### config.mk
export PLATFORM = sky130hd
export DESIGN_NAME = brick_engine
export DESIGN_NICKNAME = d
export VERILOG_FILES = /design/src/rtl/brick_engine.sv
export SDC_FILE = /design/constraint.sdc
export NUM_CORES = 1
export LEC_CHECK = 0
export ABC_CLOCK_PERIOD_IN_PS = 3610
export CAP_MARGIN = 20
export CORE_UTILIZATION = 49
export DETAILED_ROUTE_END_ITERATION = 12
export PLACE_DENSITY = 0.77
export SYNTH_ARGS = -nofsm -noshare
export SYNTH_HDL_FRONTEND = slang
export SYNTH_SLANG_ARGS = --single-unit
### constraint.sdc
create_clock -name clock -period 3.61 [get_ports clock]
set_clock_uncertainty 0.05 [all_clocks]
set_input_delay 0.361 -clock clock [delete_from_list [all_inputs] [get_ports clock]]
set_output_delay 0.361 -clock clock [all_outputs]
set_load 0.03 [all_outputs]
### src/rtl/brick_engine.sv
// Brick-breaker game-state engine: brick field, ball, paddle, BCD score and lives.
// Advances one game step per tick; every output comes straight from a register.
module brick_engine #(
    parameter int unsigned COLS       = 16,
    parameter int unsigned ROWS       = 12,
    parameter int unsigned BRICK_ROWS = 4,
    parameter int unsigned PADDLE_W   = 4,
    parameter int unsigned LIVES      = 3
) (
    input  logic                       clock,
    input  logic                       reset,
    input  logic                       tick,
    input  logic                       move_left,
    input  logic                       move_right,
    input  logic                       start,
    output logic [BRICK_ROWS*COLS-1:0] bricks,
    output logic [$clog2(ROWS)-1:0]    ball_row,
    output logic [$clog2(COLS)-1:0]    ball_col,
    output logic [$clog2(COLS)-1:0]    paddle_pos,
    output logic [11:0]                score_bcd,
    output logic [2:0]                 lives,
    output logic [1:0]                 state
);
    localparam int unsigned RW = $clog2(ROWS);
    localparam int unsigned CW = $clog2(COLS);
    localparam int unsigned NB = BRICK_ROWS * COLS;
    localparam int unsigned IW = $clog2(NB);

    localparam logic [CW-1:0] PadInit    = CW'((COLS - PADDLE_W) / 2);
    localparam logic [CW-1:0] PadMax     = CW'(COLS - PADDLE_W);
    localparam logic [CW-1:0] HalfW      = CW'(PADDLE_W / 2);
    localparam logic [CW-1:0] LastCol    = CW'(COLS - 1);
    localparam logic [RW-1:0] ServeRow   = RW'(ROWS - 2);
    localparam logic [RW-1:0] BrickRowsR = RW'(BRICK_ROWS);
    localparam logic [2:0]    LivesInit  = 3'(LIVES);

    typedef enum logic [1:0] {
        StServe = 2'd0,
        StPlay  = 2'd1,
        StOver  = 2'd2,
        StWin   = 2'd3
    } state_e;

    state_e          state_q, state_d;
    logic [NB-1:0]   bricks_q, bricks_d;
    logic [RW-1:0]   row_q, row_d;
    logic [CW-1:0]   col_q, col_d;
    logic [CW-1:0]   pad_q, pad_d;
    logic            dx_neg_q, dx_neg_d;
    logic            dy_up_q, dy_up_d;
    logic [11:0]     score_q, score_d;
    logic [2:0]      lives_q, lives_d;

    logic [CW-1:0]   pad_moved;
    logic            dx_neg_r, dy_up_r;
    logic [RW-1:0]   tgt_row;
    logic [CW-1:0]   tgt_col;
    logic [IW-1:0]   tgt_idx;
    logic            brick_hit, on_paddle;

    // Decimal ripple increment, saturating at 999.
    function automatic logic [11:0] bcd_inc(input logic [11:0] s);
        logic [11:0] r;
        logic        carry;
        r     = s;
        carry = 1'b1;
        if (s == 12'h999) return s;
        for (int d = 0; d < 3; d++) begin
            if (carry) begin
                if (r[4*d +: 4] == 4'd9) begin
                    r[4*d +: 4] = 4'd0;
                end else begin
                    r[4*d +: 4] = r[4*d +: 4] + 4'd1;
                    carry       = 1'b0;
                end
            end
        end
        return r;
    endfunction

    always_comb begin
        pad_moved = pad_q;
        if (move_left && !move_right && pad_q != '0) begin
            pad_moved = pad_q - 1'b1;
        end else if (move_right && !move_left && pad_q < PadMax) begin
            pad_moved = pad_q + 1'b1;
        end

        dx_neg_r = dx_neg_q;
        if ((col_q == '0 && dx_neg_q) || (col_q == LastCol && !dx_neg_q)) dx_neg_r = !dx_neg_q;
        dy_up_r = dy_up_q;
        if (row_q == '0 && dy_up_q) dy_up_r = 1'b0;

        tgt_row   = dy_up_r ? row_q - 1'b1 : row_q + 1'b1;
        tgt_col   = dx_neg_r ? col_q - 1'b1 : col_q + 1'b1;
        tgt_idx   = IW'(32'(tgt_row) * COLS + 32'(tgt_col));
        brick_hit = (tgt_row < BrickRowsR) && bricks_q[tgt_idx];
        on_paddle = (tgt_col >= pad_q) &&
                    ({1'b0, tgt_col} <= {1'b0, pad_q} + (CW+1)'(PADDLE_W - 1));
    end

    always_comb begin
        state_d  = state_q;
        bricks_d = bricks_q;
        row_d    = row_q;
        col_d    = col_q;
        pad_d    = pad_q;
        dx_neg_d = dx_neg_q;
        dy_up_d  = dy_up_q;
        score_d  = score_q;
        lives_d  = lives_q;

        unique case (state_q)
            StServe: begin
                // start wins over tick: enter play without moving anything
                if (start) begin
                    state_d = StPlay;
                end else if (tick) begin
                    pad_d = pad_moved;
                end
                row_d    = ServeRow;
                col_d    = pad_d + HalfW;
                dx_neg_d = 1'b0;
                dy_up_d  = 1'b1;
            end
            StPlay: begin
                if (tick) begin
                    pad_d    = pad_moved;
                    dx_neg_d = dx_neg_r;
                    dy_up_d  = dy_up_r;
                    if (brick_hit) begin
                        bricks_d[tgt_idx] = 1'b0;
                        score_d           = bcd_inc(score_q);
                        dy_up_d           = !dy_up_r;
                        if (bricks_d == '0) state_d = StWin;
                    end else if (row_q == ServeRow && !dy_up_r) begin
                        if (on_paddle) begin
                            dy_up_d = 1'b1;
                        end else begin
                            lives_d = lives_q - 3'd1;
                            if (lives_q == 3'd1) begin
                                state_d = StOver;
                            end else begin
                                state_d  = StServe;
                                row_d    = ServeRow;
                                col_d    = pad_moved + HalfW;
                                dx_neg_d = 1'b0;
                                dy_up_d  = 1'b1;
                            end
                        end
                    end else begin
                        row_d = tgt_row;
                        col_d = tgt_col;
                    end
                end
            end
            StOver, StWin: begin
                if (start) begin
                    state_d  = StServe;
                    bricks_d = '1;
                    row_d    = ServeRow;
                    col_d    = PadInit + HalfW;
                    pad_d    = PadInit;
                    dx_neg_d = 1'b0;
                    dy_up_d  = 1'b1;
                    score_d  = '0;
                    lives_d  = LivesInit;
                end
            end
        endcase
    end

    always_ff @(posedge clock) begin
        if (reset) begin
            state_q  <= StServe;
            bricks_q <= '1;
            row_q    <= ServeRow;
            col_q    <= PadInit + HalfW;
            pad_q    <= PadInit;
            dx_neg_q <= 1'b0;
            dy_up_q  <= 1'b1;
            score_q  <= '0;
            lives_q  <= LivesInit;
        end else begin
            state_q  <= state_d;
            bricks_q <= bricks_d;
            row_q    <= row_d;
            col_q    <= col_d;
            pad_q    <= pad_d;
            dx_neg_q <= dx_neg_d;
            dy_up_q  <= dy_up_d;
            score_q  <= score_d;
            lives_q  <= lives_d;
        end
    end

    assign bricks     = bricks_q;
    assign ball_row   = row_q;
    assign ball_col   = col_q;
    assign paddle_pos = pad_q;
    assign score_bcd  = score_q;
    assign lives      = lives_q;
    assign state      = state_q;

endmodule

==> flow_metrics.env <==
export IMPL_run_status="complete, but fails checks"
export IMPL_failed_checks="negative setup slack"
export IMPL_maxSlewViolCount=0
export IMPL_via_per_inst=6.53
export IMPL_grt_pass1_wl_um=38600
export IMPL_cts_tree="done"
export IMPL_power_leakage_nw=3.41
export IMPL_crit_type="reg -> reg"
export IMPL_place_ws_ns=-0.134
export IMPL_setup_worst_path_end_class="flip-flop"
export IMPL_layout_nets=969
export IMPL_dr_total_vias=7215
export IMPL_worst_path_most_repeated_cell="a31oi_4"
export IMPL_cpMaxStageDelayCell="fa_2"
export IMPL_synth_mux_area_fraction_pct=7.10
export IMPL_fill_cells=922
export IMPL_netlist_area_um2=6150
export IMPL_number_of_synthesized_register_bits=95
export IMPL_post_route_cells_drive_above_1_share_pct=21.6
export IMPL_worstPathMaxFanout=21
export IMPL_wl_per_cell_um=23.3
export IMPL_number_of_stages_on_the_worst_hold_path=2
export IMPL_period_minus_slack_ns=3.77
export IMPL_synth_adder_area_share_pct=6.34
export IMPL_h_tree_depth=3
export IMPL_min_period_over_period_pct=104
export IMPL_total_routing_usage_gr_pct=39.2
export IMPL_die_h_um=114
export IMPL_tritoncts_num_buffers=9
export IMPL_syn_instance_count=772
export IMPL_num_antenna_cells=0
export IMPL_timing_worst_slew_pin_value_ns=0.980
export IMPL_worstPathRequired_ns=3.77
export IMPL_critical_path_cell_by_cell="a31oi_4 > a21oi_4 > inv_2 > fa_2 > clkbuf_16 > mux2i_1 > a31oi_1 > nand4_1 > o311a_1 > o32ai_4 > a31oi_4 > buf_6 > buf_12 > o31ai_2 > nand2_1"
export IMPL_cp_start_kind="flip-flop"
export IMPL_layout_cells_most_common="nand2_1"
export IMPL_post_dp_hpwl_um=17800
export IMPL_synth_top_family_by_area="compound AO/OA/AOI/OAI gates"
export IMPL_wl_um=25700
export IMPL_timing_fmax_mhz=265
export IMPL_cts_hold_buffers=0
export IMPL_synth_area_leaders="dfxtp_1 (31%), o31ai_1 (7.4%), nand2_1 (7.1%)"
export IMPL_crit_path_max_incr_delay_ns=0.72
export IMPL_cap_violations=0
export IMPL_core_region_um2=12100
export IMPL_final_antenna_net_count=0
export IMPL_slew_headroom_pct=34.1
export IMPL_yosys_area_top_type_share_pct=30.9
export IMPL_tritoncts_num_sinks=95
export IMPL_ys_seq_area_share_pct=30.9
export IMPL_std_cell_rows=40
export IMPL_postSynth_asyncResetShare_pct=0
export IMPL_portBuffers=98
export IMPL_timing_hold_violations_final=0
export IMPL_dieArea_um2=13000
export IMPL_post_synth_and_or_nand_nor_area_fraction_pct=22.0
export IMPL_remaining_drc_errors=0
export IMPL_clkLatencyLatePin_ns=0.36
export IMPL_num_io_pins=99
export IMPL_start_util_pct=50.8
export IMPL_reg2regPathDepth=15
export IMPL_grt_pass1_vias=6911
export IMPL_finalSetupViolCount=80
export IMPL_antenna_found_initial=0
export IMPL_clockRootBuffer="clkbuf_16"
export IMPL_synth_edff_count=0
export IMPL_gr_total_overflow=0
export IMPL_pin_count_of_the_biggest_net_entering_global_routing=69
export IMPL_synthFlopType="dfxtp_1"
export IMPL_ys_warnings_count=0
export IMPL_synth_compound_area_share_pct=26.2
export IMPL_area_growth_synth_to_final_pct=44.9
export IMPL_power_total_w=0.00336
export IMPL_synth_xor_area_share_pct=1.69
export IMPL_ctsLongestPathBuffers=2
export IMPL_die_width_um=114
export IMPL_clk_transition_reported_paths_ns=0.07
export IMPL_globalplace_congestion=1.08
export IMPL_drt_first_pass_iters=6
export IMPL_layout_cells_most_common_list="nand2_1 (116), clkdlybuf4s50_1 (98), dfxtp_1 (90)"
export IMPL_final_critical_path_setup_slack_ns=-0.158
export IMPL_peakVddDrop_uv=252
export IMPL_synth_avg_cell_area_um2=7.97
export IMPL_power_per_cell_area_nw_per_um2=377
export IMPL_drt_first_iter_violations=909
export IMPL_post_synth_num_cell_types=73
export IMPL_yosysTopAreaCell="dfxtp_1"
export IMPL_syn_nets=808
export IMPL_hold_class="reg -> reg"
export IMPL_arrival_ns=3.93
export IMPL_unrepaired_setup_endpoints_after_global_routing="true"
[power by group]
part	total, W	leakage [nW]	switching [W]	internal (W)
Clock	0.00104	0.153	0.000434	0.000607
Sequential	0.00109	0.773	0.0000240	0.00107
Combinational	0.00123	2.49	0.000746	0.000486
Total	0.00336	3.41	0.00120	0.00216
[stage by stage]
step	std cells	util (%)	hold slack (ns)	TNS (ns)	instance area (um^2)
final	1105	73.6	0.444	-4.49	8920
after global routing	1105	73.6	0.478	-12.70	8920
after CTS	1096	68.6	0.449	-0.244	8310
after detailed placement	1072	64.9	0.439	-5.07	7860
after global placement	1072	64.9	0.424	-1.52	7860
after floorplan	772	-	0.433	0	6200
[worst paths after layout]
| path | startpoint | to | slack, ns |
|---|---|---|---|
| hold reg to reg | lives[2] | lives[2] | 0.44 |
| setup reg to reg | ball_col[1] | bricks[63] | -0.16 |
| hold / removal | lives[2] | lives[2] | 0.44 |
| setup / recovery | ball_col[1] | bricks[63] | -0.16 |
[what timing repair did]
| item | CTS | global route |
|---|---|---|
| resized for setup | 11 | 88 |
| buffers inserted | 7 | 5 |
| setup endpoints to repair | 83 | 89 |
| pin swaps | 5 | 22 |
| gates cloned | 2 | 4 |
[sequential cells by signal, indices dropped and copies added, names as in the netlist]
signal / cells
dy_up_q: 1
ball_row: 4
state: 2
paddle_pos: 4
dx_neg_q: 1
bricks: 64
ball_col: 4
score_bcd: 12
lives: 3
[per-layer routing]
| metal | GRT usage, % | share of wire [%] |
|---|---|---|
| met3 | 6.03 | 8.6 |
| met2 | 64.0 | 47 |
| met5 | 0 | 0 |
| met4 | 23.5 | 5.6 |
| met1 | 49.0 | 39 |
[final cells by class]
class	instances	area (um^2)	share of cell area, %
Inverter	39	151	1.70
Clock buffer	10	229	2.57
Tap cell	168	210	2.36
Timing Repair Buffer	197	1920	21.5
Sequential cell	95	1920	21.5
Clock inverter	5	82.6	0.926
Multi-Input combinational cell	591	4410	49.4
[logic make-up (layout without fill, tap and decap cells)]
| group | count (synthesis) | in the layout |
|---|---|---|
| DFF | 95 | 95 |
| muxes | 32 | 32 |
| xor gates and xnor gates | 10 | 10 |
| adders and majority gates | 30 | 30 |
| buffers and inverters | 86 | 251 |
| AOI/OAI and AO/OA | 228 | 228 |
| and+or+nand+nor | 291 | 291 |
[synthesized netlist by cell type (2+ instances only)]
cell,instances
a2111oi_0,3
a21boi_0,2
a21o_1,8
a21oi_1,27
a221oi_1,2
a22oi_1,7
a311oi_1,2
a31oi_1,17
and2_1,3
buf_2,12
buf_4,4
clkbuf_1,30
dfxtp_1,95
fa_1,2
ha_1,28
inv_1,34
inv_2,4
mux2_2,2
mux2i_1,20
mux4_2,9
nand2_1,117
nand2b_1,8
nand3_1,44
nand3b_1,3
nand4_1,10
nand4b_1,4
nor2_1,42
nor2b_1,7
nor3_1,35
nor3b_1,3
nor4_1,4
o2111ai_1,4
o211ai_1,7
o21a_1,4
o21ai_0,34
o21ai_1,16
o221ai_1,4
o22ai_1,6
o31ai_1,61
o32ai_1,4
or3_1,4
or4_1,2
xnor2_1,4
xor2_1,5
[worst max-delay path, delay by kind of cell (launching register included)]
kind | cells | cell delay [ns]
muxes | 1 | 0.08
buffers and inverters | 4 | 0.60
and+or+nand+nor | 2 | 0.28
DFF | 1 | 0.40
AOI/OAI and AO/OA | 7 | 1.47
adders and majority gates | 1 | 0.72
Power figures use the tool's default switching activity.
